$ cat config.mk
export PLATFORM = sky130hd
export DESIGN_NAME = alu_frame_sequencer
export DESIGN_NICKNAME = d
export VERILOG_FILES = /design/src/rtl/alu_frame_sequencer.sv
export SDC_FILE = /design/constraint.sdc
export NUM_CORES = 1
export LEC_CHECK = 0
export BUFFER_PORTS_ARGS = -buffer_cell sky130_fd_sc_hd__buf_2
export CORE_AREA = 2 2 52 73
export CTS_CLUSTER_SIZE = 12
export DETAILED_ROUTE_END_ITERATION = 8
export DIE_AREA = 0 0 54 75
export GPL_TIMING_DRIVEN = 1
export PLACE_DENSITY = 0.72
export SYNTH_ARGS = -nofsm -noshare
export SYNTH_HDL_FRONTEND = slang
export SYNTH_SLANG_ARGS = --single-unit
$ cat constraint.sdc
create_clock -name clk_i -period 1.4 [get_ports clk_i]
set_clock_uncertainty 0.1 [all_clocks]
set_input_delay 0.14 -clock clk_i [delete_from_list [all_inputs] [get_ports clk_i]]
set_output_delay 0.14 -clock clk_i [all_outputs]
set_load 0.005 [all_outputs]
$ cat src/rtl/alu_frame_sequencer.sv
// alu_frame_sequencer
//
// Frame controller wrapped around the combinational eight_bit_alu. A frame
// arrives byte-serially from upstream:
//   byte 0: opcode  -- [3:0] ALU function code, [MSB] CHAIN, bits between reserved
//   byte 1: operand A (skipped when CHAIN is set; A then reuses the accumulator)
//   byte 2: operand B
// The sequencer drives the ALU operands and function code, waits one full
// cycle for the ALU to settle, then captures the result into the
// result/accumulator register. The result is offered downstream on a
// valid/ready handshake.
//
// Ports:
//   clk_i        clock; all state updates on its rising edge
//   rst_i        asynchronous, active-high reset
//   in_data_i    frame byte from upstream
//   in_valid_i   in_data_i holds a valid byte
//   in_ready_o   sequencer can accept a byte this cycle
//   a8_o         ALU operand A
//   b8_o         ALU operand B
//   f8_o         ALU function code
//   y8_i         ALU result
//   res8_o       captured result, also the accumulator for chained frames
//   res_valid_o  res8_o holds a new, unconsumed result
//   res_ready_i  downstream accepts the result
//   busy_o       a frame is in progress or a result is pending

module alu_frame_sequencer #(
  parameter int unsigned DATA_WIDTH = 8,
  parameter int unsigned FUNC_WIDTH = 4
) (
  input  logic                  clk_i,
  input  logic                  rst_i,

  input  logic [DATA_WIDTH-1:0] in_data_i,
  input  logic                  in_valid_i,
  output logic                  in_ready_o,

  output logic [DATA_WIDTH-1:0] a8_o,
  output logic [DATA_WIDTH-1:0] b8_o,
  output logic [FUNC_WIDTH-1:0] f8_o,
  input  logic [DATA_WIDTH-1:0] y8_i,

  output logic [DATA_WIDTH-1:0] res8_o,
  output logic                  res_valid_o,
  input  logic                  res_ready_i,

  output logic                  busy_o
);

  // CHAIN lives in the opcode MSB (bit 7 at the default width).
  localparam int unsigned ChainBit = DATA_WIDTH - 1;

  // Function code that makes the ALU output all zeros; used as the idle code.
  localparam logic [FUNC_WIDTH-1:0] FuncAllZero = '0;

  typedef enum logic [2:0] {
    StGetOp,
    StGetA,
    StGetB,
    StExec,
    StHold
  } state_e;

  state_e state_q;
  logic   chain_q;
  logic   xfer;

  // Handshake outputs are decoded from registered state only, so upstream
  // never sees a combinational path from in_valid_i to in_ready_o.
  always_comb begin
    in_ready_o = 1'b0;
    unique case (state_q)
      StGetOp, StGetA, StGetB: in_ready_o = 1'b1;
      default:                 in_ready_o = 1'b0;
    endcase
  end

  assign busy_o = (state_q != StGetOp);
  assign xfer   = in_valid_i && in_ready_o;

  always_ff @(posedge clk_i or posedge rst_i) begin
    if (rst_i) begin
      state_q     <= StGetOp;
      a8_o        <= '0;
      b8_o        <= '0;
      f8_o        <= FuncAllZero;
      res8_o      <= '0;
      res_valid_o <= 1'b0;
      chain_q     <= 1'b0;
    end else begin
      unique case (state_q)
        StGetOp: begin
          if (xfer) begin
            f8_o    <= in_data_i[FUNC_WIDTH-1:0];
            chain_q <= in_data_i[ChainBit];
            if (in_data_i[ChainBit]) begin
              // Chained: operand A is the previous result, so no A byte follows.
              a8_o    <= res8_o;
              state_q <= StGetB;
            end else begin
              state_q <= StGetA;
            end
          end
        end

        StGetA: begin
          if (xfer) begin
            a8_o    <= in_data_i;
            state_q <= StGetB;
          end
        end

        StGetB: begin
          if (xfer) begin
            b8_o    <= in_data_i;
            state_q <= StExec;
          end
        end

        // Operands have been stable for this whole cycle; capture at its end.
        StExec: begin
          res8_o      <= y8_i;
          res_valid_o <= 1'b1;
          state_q     <= StHold;
        end

        StHold: begin
          if (res_ready_i) begin
            res_valid_o <= 1'b0;
            state_q     <= StGetOp;
          end
        end

        default: begin
          state_q     <= StGetOp;
          res_valid_o <= 1'b0;
        end
      endcase
    end
  end

  // The chain flag is retained for observability only; reserved opcode bits
  // are deliberately ignored.
  logic unused_bits;
  assign unused_bits = ^{chain_q, in_data_i[ChainBit-1:FUNC_WIDTH]};

  // A result is pending exactly while the sequencer sits in HOLD.
  valid_matches_hold_a: assert property (
    @(posedge clk_i) disable iff (rst_i) res_valid_o == (state_q == StHold)
  );

  // Nothing is accepted while executing or holding a result.
  no_ready_when_busy_a: assert property (
    @(posedge clk_i) disable iff (rst_i)
      (state_q == StExec || state_q == StHold) |-> !in_ready_o
  );

endmodule
==> results of run 1 <==
==> per-layer routing <==
metal / global-route usage / part of all wire
met1: 0.2083 / 0.39
met2: 0.3293 / 0.56
met3: 0.05357 / 0.040
met4: 0.05000 / 0.010
met5: 0 / 0
==> repair_timing <==
action,4_1_cts,5_1_grt
buffers inserted,7,2
gates resized for setup,10,13
gates cloned,0,0
hold buffers,8,0
endpoints found under the setup margin,15,31
pin swaps,2,3
endpoints found under the hold margin,39,0
==> through the flow <==
step	power (mW)	hold WS, ps	area [um2]	worst slack (ps)	std cells
2_1_floorplan	2.957	156.2	1434	7.578	105
4_1_cts	4.867	4.571	2017	-49.16	221
5_1_grt	5.352	5.116	2074	-86.55	223
6_report	5.015	1.942	2074	-57.88	223
3_5_place_dp	3.779	148.2	1747	-63.73	198
3_3_place_gp	3.679	136.0	1747	-31.04	198
==> cells by family after synthesis <==
logic type | after synthesis | synth area share
buffers and inverters | 11 | 0.05507
muxes | 27 | 0.2194
and+or+nand+nor | 13 | 0.05595
DFF | 32 | 0.5594
AOI/OAI and AO/OA | 22 | 0.1101
==> sequential cells by signal, summed over array words and instances (netlist names) <==
signal       cells
a8_o             8
b8_o             8
f8_o             4
res8_o           8
res_valid_o      1
state_q          3
==> synthesized netlist by cell type <==
master / instances
a31oi_1: 1
nor2_1: 2
buf_6: 4
and4bb_1: 1
a21oi_1: 9
nand2_1: 4
o21a_1: 2
nor3_1: 1
buf_2: 3
o21ai_2: 1
dfrtp_1: 32
and3_1: 1
mux2_2: 15
a21oi_4: 1
o2111ai_1: 1
mux2_4: 5
a21oi_2: 6
inv_1: 3
mux2i_1: 7
and2_4: 1
nand2b_1: 1
buf_4: 1
o21ai_0: 1
nand3b_2: 1
nor3b_1: 1
==> path summary, 6_finish.rpt <==
kind / cells past startpoint / slack [ps] / endpoint
max: 3 / -60 / b8_o[0]
min: 2 / 2 / res8_o[7]
max reg2reg: 3 / -60 / b8_o[0]
min reg2reg: 1 / 410 / b8_o[3]
max in group asynchronous: 4 / 530 / res8_o[1]
min in group asynchronous: 4 / 380 / f8_o[1]
==> critical path, cell delays in order, from the launching register on <==
cell,delay (ps)
dfrtp_1,430
and4bb_2,370
buf_6,150
mux2_4,300
==> power by group through the flow <==
stage	Sequential, mW	Clock (mW)	Combinational [mW]
3_3_place_gp	1.69	0	1.99
6_report	1.72	0.713	2.58
4_1_cts	1.71	0.734	2.42
5_1_grt	1.78	0.784	2.79
3_5_place_dp	1.72	0	2.06
2_1_floorplan	1.70	0	1.25
==> layout make-up <==
class,instances,area [um2],share of cell area
sequential,32,800.8,0.3860
multi-input combinational,62,603.1,0.2907
timing repair buffer,78,519.2,0.2503
clock buffer,8,90.09,0.04343
tap,40,50.05,0.02413
inverter,3,11.26,0.005428
==> summary.txt, run 1 <==
Die Y-Extent: 75 um
Detail Route Antenna Nets: 0
Number of synthesized register bits: 32
Distinct cells, synth: 25
Antenna diode count: 0
Ys Warns: 0
Layout Nets: 202
Final Hold Fails: 0
TritonCTS clock tree: done
Initial antenna violation count: 0
Core Region: 3378 um2
Dpl hpwl: 2458 um
DR vias: 1111
Total track usage: 0.1835
I/O Buffers: 50
Commonest non-fill, non-tap cells in the layout: buf_2 (50), dfrtp_1 (32), buf_4 (13)
Static Leak: 1.008 nW
First-pass GRT wire length: 5264 um
Post-synthesis sequential area ratio: 0.5594
Post-Syn Area: 1431 um2
Worst Hold Class: primary input to register
Die Wd: 54 um
Largest net degree at the start of global routing: 33
Synth top area cells: dfrtp_1 (56%), mux2_2 (12%), mux2_4 (5.2%)
Pwr Density: 2417 nW/um2
Layout cells sized above 1: 0.6175
Synth-to-Final Area Change: 44.93%
Net switching power: 1.663 mW
Max-cap viol count: 0
GRT overflow: 0
Critical path class: register to register
Max Freq: 685.9 MHz
Hold Startpoint: y8_i[7]
Critical Path Source: state_q[2]
H-tree levels: 2
Clk pwr share: 0.142
Cells after Synth: 105
Reg-to-Reg Start: state_q[2]
Post-synth top area share: 0.5594
Routed wire length per instance: 15.22 um
Setup tns final: -364.8 ps
Commonest non-fill, non-tap cell in the layout: buf_2
Syn_nets: 125
Sequential power share: 0.343
Gate power share: 0.515
CTS root buffer: clkbuf_8
Tmin final: 1458 ps
Fill cells: 280
# rows: 25
Slew Viols, Final: 0
Clk sinks: 32
Slew @ Worst Pin: 399.3 ps
# IOs: 51
CP Data Arrival Time: 1520 ps
Max VDD drop: 1.260 mV
Synth area leader: dfrtp_1
Final Setup Violations: 9
Fin util: 0.6141
RSZ-0062 raised after global routing: true
Status: complete, but fails checks
Total iterations of the first detailed-routing run: 4
Failing checks: setup timing
DIE AREA: 4050 um2
Final setup margin: -57.88 ps
Drt drc: 0
Crit path max fanout: 5
Syn Area/Cell: 13.63 um2
Avg Vias per Cell: 4.982
Internal power: 3.352 mW
Clock-pin slew on the worst setup and hold paths: 60 ps
Clock buffer depth: 2
Max-slew headroom: 0.7338
Final period util: 1.041
Placer Congestion: 0.7735
CP Launch Type: register
Vias in the first global route: 1124
Starting Density: 0.4237
First DRT Iteration DRCs: 9
Total CTS buffers: 5
Sw frac: 0.3316
Clk_lat worst skew: 280 ps
Critical path endpoint category: register
WP data required: 1460 ps
Final WL: 3395 um
Power figures use the tool's default switching activity.
==> run 2, diff against run 1 <==
Settings changed: CORE_AREA 2 2 52 73 to 2 2 77 50, DIE_AREA 0 0 54 75 to 0 0 79 52, PLACE_DENSITY 0.72 to 0.73.
==> summary.txt, run 2 (synthesized netlist as in run 1, its figures left out) <==
Largest registers: a8_o: 8 flops, b8_o: 8 flops, res8_o: 8 flops (unchanged)
Total CTS buffers: 5 (unchanged)
GRT overflow: 0 (unchanged)
Clock-pin slew on the worst setup and hold paths: 60 ps (about the same)
Initial antenna violation count: 0 (unchanged)
Avg Vias per Cell: 4.878 (was 4.982)
Clk pwr share: 0.129 (was 0.142)
Sequential power share: 0.373 (was 0.343)
Commonest non-fill, non-tap cell in the layout: buf_2 (unchanged)
Fin util: 0.5752 (was 0.6141)
Layout Nets: 196 (was 202)
Total iterations of the first detailed-routing run: 4 (unchanged)
WP data required: 1460 ps (about the same)
# rows: 17 (was 25)
Placer Congestion: 0.7729 (was 0.7735)
Fill cells: 301 (was 280)
I/O Buffers: 50 (unchanged)
Sw frac: 0.3430 (was 0.3316)
Clock buffer depth: 2 (unchanged)
DP Cell Count: 203 (was 198)
Multi-input logic area: 594.3 um2 (was 603.1 um2)
Clk_lat worst skew: 270 ps (was 280 ps)
DIE AREA: 4108 um2 (was 4050 um2)
Max-cap viol count: 0 (unchanged)
Final Setup Violations: 8 (was 9)
Layout cells sized above 1: 0.6092 (was 0.6175)
CP Data Arrival Time: 1490 ps (was 1520 ps)
Drt drc: 0 (unchanged)
CTS root buffer: clkbuf_8 (unchanged)
Worst setup path endpoint: b8_o[4] (was b8_o[0])
# IOs: 51 (unchanged)
Depth of the most critical reg-to-reg path: 3 (unchanged)
Max VDD drop: 1.072 mV (was 1.260 mV)
Slew @ Worst Pin: 403.6 ps (was 399.3 ps)
Slew Viols, Final: 0 (unchanged)
Reg-to-Reg Start: state_q[2] (unchanged)
Layout Cells excl Fill: 221 (was 223)
Static Leak: 0.9640 nW (was 1.008 nW)
Critical path class: register to register (unchanged)
Clk sinks: 32 (unchanged)
Die Y-Extent: 52 um (was 75 um)
First DRT Iteration DRCs: 28 (was 9)
Largest net degree at the start of global routing: 33 (unchanged)
Commonest non-fill, non-tap cells in the layout: buf_2 (50), dfrtp_1 (30), mux2_4 (12), buf_4 (12) (was buf_2 (50), dfrtp_1 (32), buf_4 (13))
Detail Route Antenna Nets: 0 (unchanged)
Final Hold Slack: 12.62 ps (was 1.942 ps)
Total track usage: 0.1776 (was 0.1835)
Tmin final: 1436 ps (was 1458 ps)
R2R Path End: b8_o[4] (was b8_o[0])
Net switching power: 1.616 mW (was 1.663 mW)
Final Hold Fails: 0 (unchanged)
Vias in the first global route: 1098 (was 1124)
Final WL: 3486 um (was 3395 um)
Gate power share: 0.498 (was 0.515)
Max-slew headroom: 0.7309 (was 0.7338)
First-pass GRT wire length: 5409 um (was 5264 um)
Antenna diode count: 0 (unchanged)
Synth-to-Final Area Change: 38.46% (was 44.93%)
Failing checks: setup timing (unchanged)
DP Worst Slack: -30.76 ps (was -63.73 ps)
CP Launch Type: register (unchanged)
H-tree levels: 2 (unchanged)
Final setup margin: -36.21 ps (was -57.88 ps)
Max Freq: 696.3 MHz (was 685.9 MHz)
Routed wire length per instance: 15.77 um (was 15.22 um)
Pwr Density: 2377 nW/um2 (was 2417 nW/um2)
DR vias: 1078 (was 1111)
Crit path max fanout: 5 (unchanged)
Worst Hold Class: primary input to register (unchanged)
RSZ-0062 raised after global routing: true (unchanged)
Dpl hpwl: 2429 um (was 2458 um)
Critical path endpoint category: register (unchanged)
TritonCTS clock tree: done (unchanged)
Starting Density: 0.4154 (was 0.4237)
Sequential Area: 803.3 um2 (was 800.8 um2)
Die Wd: 79 um (was 54 um)
Core Region: 3446 um2 (was 3378 um2)
Critical Path Source: state_q[2] (unchanged)
Status: complete, but fails checks (unchanged)
Final period util: 1.026 (was 1.041)
Internal power: 3.095 mW (was 3.352 mW)
Flop2flop setup slack: -40 ps (was -60 ps)
## run 2: changes by cell type in the layout (fill, tap and decap cells not counted), sizes merged
cell and change:
dlygate4sd3 -2, buf -4, clkbuf -3
## run 2: area by class of cell
class | count | area share
Sequential cell | 32 | 0.4053
Clock buffer | 5 | 0.03472
Multi-Input combinational cell | 62 | 0.2999
Tap cell | 47 | 0.02967
Inverter | 3 | 0.005682
Timing Repair Buffer | 72 | 0.2247
## run 2: worst min-delay path by stage
stage	start	endpoint	slack [ps]	cells past startpoint
after global routing	y8_i[4]	res8_o[4]	7	2
final	y8_i[4]	res8_o[4]	10	2
after global placement	rst_i	res8_o[7]	130	3
after floorplan	rst_i	a8_o[0]	160	1
after detailed placement	rst_i	res8_o[7]	150	3
after CTS	y8_i[4]	res8_o[4]	5	2
## run 2: power by group through the flow
stage	registers, mW	clock network (mW)	logic (mW)
5_1_grt	1.82	0.674	2.54
4_1_cts	1.73	0.627	2.25
2_1_floorplan	1.70	0	1.25
3_5_place_dp	1.74	0	2.00
6_report	1.76	0.607	2.35
3_3_place_gp	1.70	0	1.94
## run 2: critical path: stages, from the launching register on
cell      delay (ps)
dfrtp_1          420
and4bb_1         350
buf_6            150
mux2_4           300
## run 2: through the flow
step	TNS [ps]	area, um2	total power, mW
final	-229.9	1982	4.710
after detailed placement	-203.2	1740	3.741
after global placement	-59.06	1740	3.641
after global routing	-777.0	1982	5.034
after floorplan	0	1434	2.957
after CTS	-320.3	1939	4.608
## run 2: timing repair
| item | in CTS | in global routing |
|---|---|---|
| hold buffers | 6 | 0 |
| setup endpoints to repair | 16 | 30 |
| pin swaps | 1 | 3 |
| buffers inserted | 4 | 3 |
| endpoints found under the hold margin | 37 | 0 |
| resized for setup | 12 | 5 |
## run 2: per-layer routing
layer,routed length [um],GRT usage,vias up
met4,75,0.06897,0
met3,226,0.05903,7
met5,0,0,-
met1,1581,0.2343,523
met2,1603,0.2726,42
li1,-,-,506
==> run 3, diff against run 2 <==
Settings changed: CORE_AREA 2 2 77 50 to 2 2 80 51, DIE_AREA 0 0 79 52 to 0 0 82 53, PLACE_DENSITY 0.73 to 0.81.
==> summary.txt, run 3 (synthesized netlist as in run 1, its figures left out) <==
Layout Nets: 196 (unchanged)
H-tree levels: 2 (unchanged)
Clock buffer depth: 2 (unchanged)
Avg Vias per Cell: 4.839 (was 4.878)
RSZ-0062 raised after global routing: true (unchanged)
Die Wd: 82 um (was 79 um)
Final Setup Violations: 11 (was 8)
Tmin final: 1442 ps (was 1436 ps)
Net switching power: 1.638 mW (was 1.616 mW)
Drt drc: 0 (unchanged)
Slew Viols, Final: 0 (unchanged)
Critical path class: register to register (unchanged)
Total iterations of the first detailed-routing run: 4 (unchanged)
DP Worst Slack: -46.46 ps (was -30.76 ps)
Core Region: 3573 um2 (was 3446 um2)
Vias in the first global route: 1121 (was 1098)
Total track usage: 0.1789 (was 0.1776)
Fill cells: 320 (was 301)
GRT overflow: 0 (unchanged)
Final period util: 1.030 (was 1.026)
Detail Route Antenna Nets: 0 (unchanged)
Final WL: 3411 um (was 3486 um)
Sequential Area: 802.0 um2 (was 803.3 um2)
Critical path endpoint category: register (unchanged)
Crit path max fanout: 8 (was 5)
Sequential power share: 0.356 (was 0.373)
Max VDD drop: 1.025 mV (was 1.072 mV)
DIE AREA: 4346 um2 (was 4108 um2)
Largest net degree at the start of global routing: 33 (unchanged)
Tot Pwr: 4.871 mW (was 4.710 mW)
Multi-input logic area: 600.6 um2 (was 594.3 um2)
Initial antenna violation count: 0 (unchanged)
Routed wire length per instance: 15.23 um (was 15.77 um)
Total CTS buffers: 5 (unchanged)
Final Hold Fails: 0 (unchanged)
Max Freq: 693.4 MHz (was 696.3 MHz)
I/O Buffers: 50 (unchanged)
Depth of the most critical reg-to-reg path: 3 (unchanged)
Max-cap viol count: 0 (unchanged)
Final setup margin: -42.19 ps (was -36.21 ps)
Post-Layout Inst Area: 2032 um2 (was 1982 um2)
Status: complete, but fails checks (unchanged)
Internal power: 3.233 mW (was 3.095 mW)
Largest registers: a8_o: 8 flops, b8_o: 8 flops, res8_o: 8 flops (unchanged)
CTS root buffer: clkbuf_8 (unchanged)
TritonCTS clock tree: done (unchanged)
Static Leak: 0.9825 nW (was 0.9640 nW)
Synth-to-Final Area Change: 41.96% (was 38.46%)
Commonest non-fill, non-tap cells in the layout: buf_2 (50), dfrtp_1 (31), mux2_4 (12) (was buf_2 (50), dfrtp_1 (30), mux2_4 (12), buf_4 (12))
Slew @ Worst Pin: 388.4 ps (was 403.6 ps)
CP Data Arrival Time: 1510 ps (was 1490 ps)
Failing checks: setup timing (unchanged)
Max-slew headroom: 0.7411 (was 0.7309)
Final Hold Slack: 12.20 ps (was 12.62 ps)
First DRT Iteration DRCs: 35 (was 28)
Placer Congestion: 0.8382 (was 0.7729)
Gate power share: 0.466 (was 0.498)
# IOs: 51 (unchanged)
CP Launch Type: register (unchanged)
First-pass GRT wire length: 5526 um (was 5409 um)
Worst Hold Class: primary input to register (unchanged)
Clk_lat worst skew: 280 ps (was 270 ps)
DR vias: 1084 (was 1078)
WP data required: 1470 ps (was 1460 ps)
Sw frac: 0.3363 (was 0.3430)
Pwr Density: 2397 nW/um2 (was 2377 nW/um2)
Min-Delay Path Depth: 2 (unchanged)
Clock-pin slew on the worst setup and hold paths: 70 ps (was 60 ps)
# rows: 17 (unchanged)
Layout cells sized above 1: 0.5763 (was 0.6092)
Placed Area: 1740 um2 (unchanged)
Dpl hpwl: 2454 um (was 2429 um)
Commonest non-fill, non-tap cell in the layout: buf_2 (unchanged)
Starting Density: 0.4006 (was 0.4154)
Setup tns final: -254.4 ps (was -229.9 ps)
Clk sinks: 32 (unchanged)
Clk pwr share: 0.178 (was 0.129)
Antenna diode count: 0 (unchanged)
Die Y-Extent: 53 um (was 52 um)
==> run 3: cell type report <==
cell class,instances,area share
sequential,32,0.3947
inverter,3,0.005542
multi-input combinational,62,0.2956
clock buffer,6,0.03571
tap,47,0.02894
timing repair buffer,72,0.2223
clock inverter,2,0.01724
==> run 3: per-layer routing <==
metal / track usage / routed length [um]
met3: 0.05461 / 246
met1: 0.2348 / 1565
met4: 0.06667 / 51
met2: 0.2791 / 1548
met5: 0 / 0
==> run 3: what timing repair did <==
| item | CTS | global route |
|---|---|---|
| setup buffers | 2 | 1 |
| setup endpoints to repair | 22 | 22 |
| resized for setup | 11 | 4 |
| hold buffers | 10 | 0 |
| pin swaps | 1 | 0 |
| endpoints found under the hold margin | 41 | 0 |
==> run 3: worst max-delay path, stage by stage (launching register included) <==
cell and delay [ps]:
dfrtp_1 430, and4bb_1 300, buf_6 170, mux2_4 310
==> run 3: power groups by stage <==
stage | sequential, mW | combinational, mW | clock [mW]
final | 1.73 | 2.27 | 0.869
after global routing | 1.80 | 2.49 | 0.935
after CTS | 1.72 | 2.23 | 0.879
after detailed placement | 1.73 | 2.01 | 0
after global placement | 1.69 | 1.95 | 0
after floorplan | 1.70 | 1.25 | 0
==> run 3: worst paths after layout <==
check,startpoint,endpoint,slack (ps)
worst max-delay path,state_q[2],b8_o[6],-40
worst min-delay path,in_data_i[0],f8_o[0],10
worst max register to register,state_q[2],b8_o[6],-40
worst min register to register,f8_o[0],f8_o[0],410
max in group asynchronous,rst_i,state_q[0],500
min in group asynchronous,rst_i,a8_o[0],400
==> run 3: per-stage QoR <==
stage | util | instances
4_1_cts | 0.5623 | 223
2_1_floorplan | - | 105
3_3_place_gp | 0.4870 | 203
3_5_place_dp | 0.4870 | 203
6_report | 0.5686 | 224
5_1_grt | 0.5686 | 224
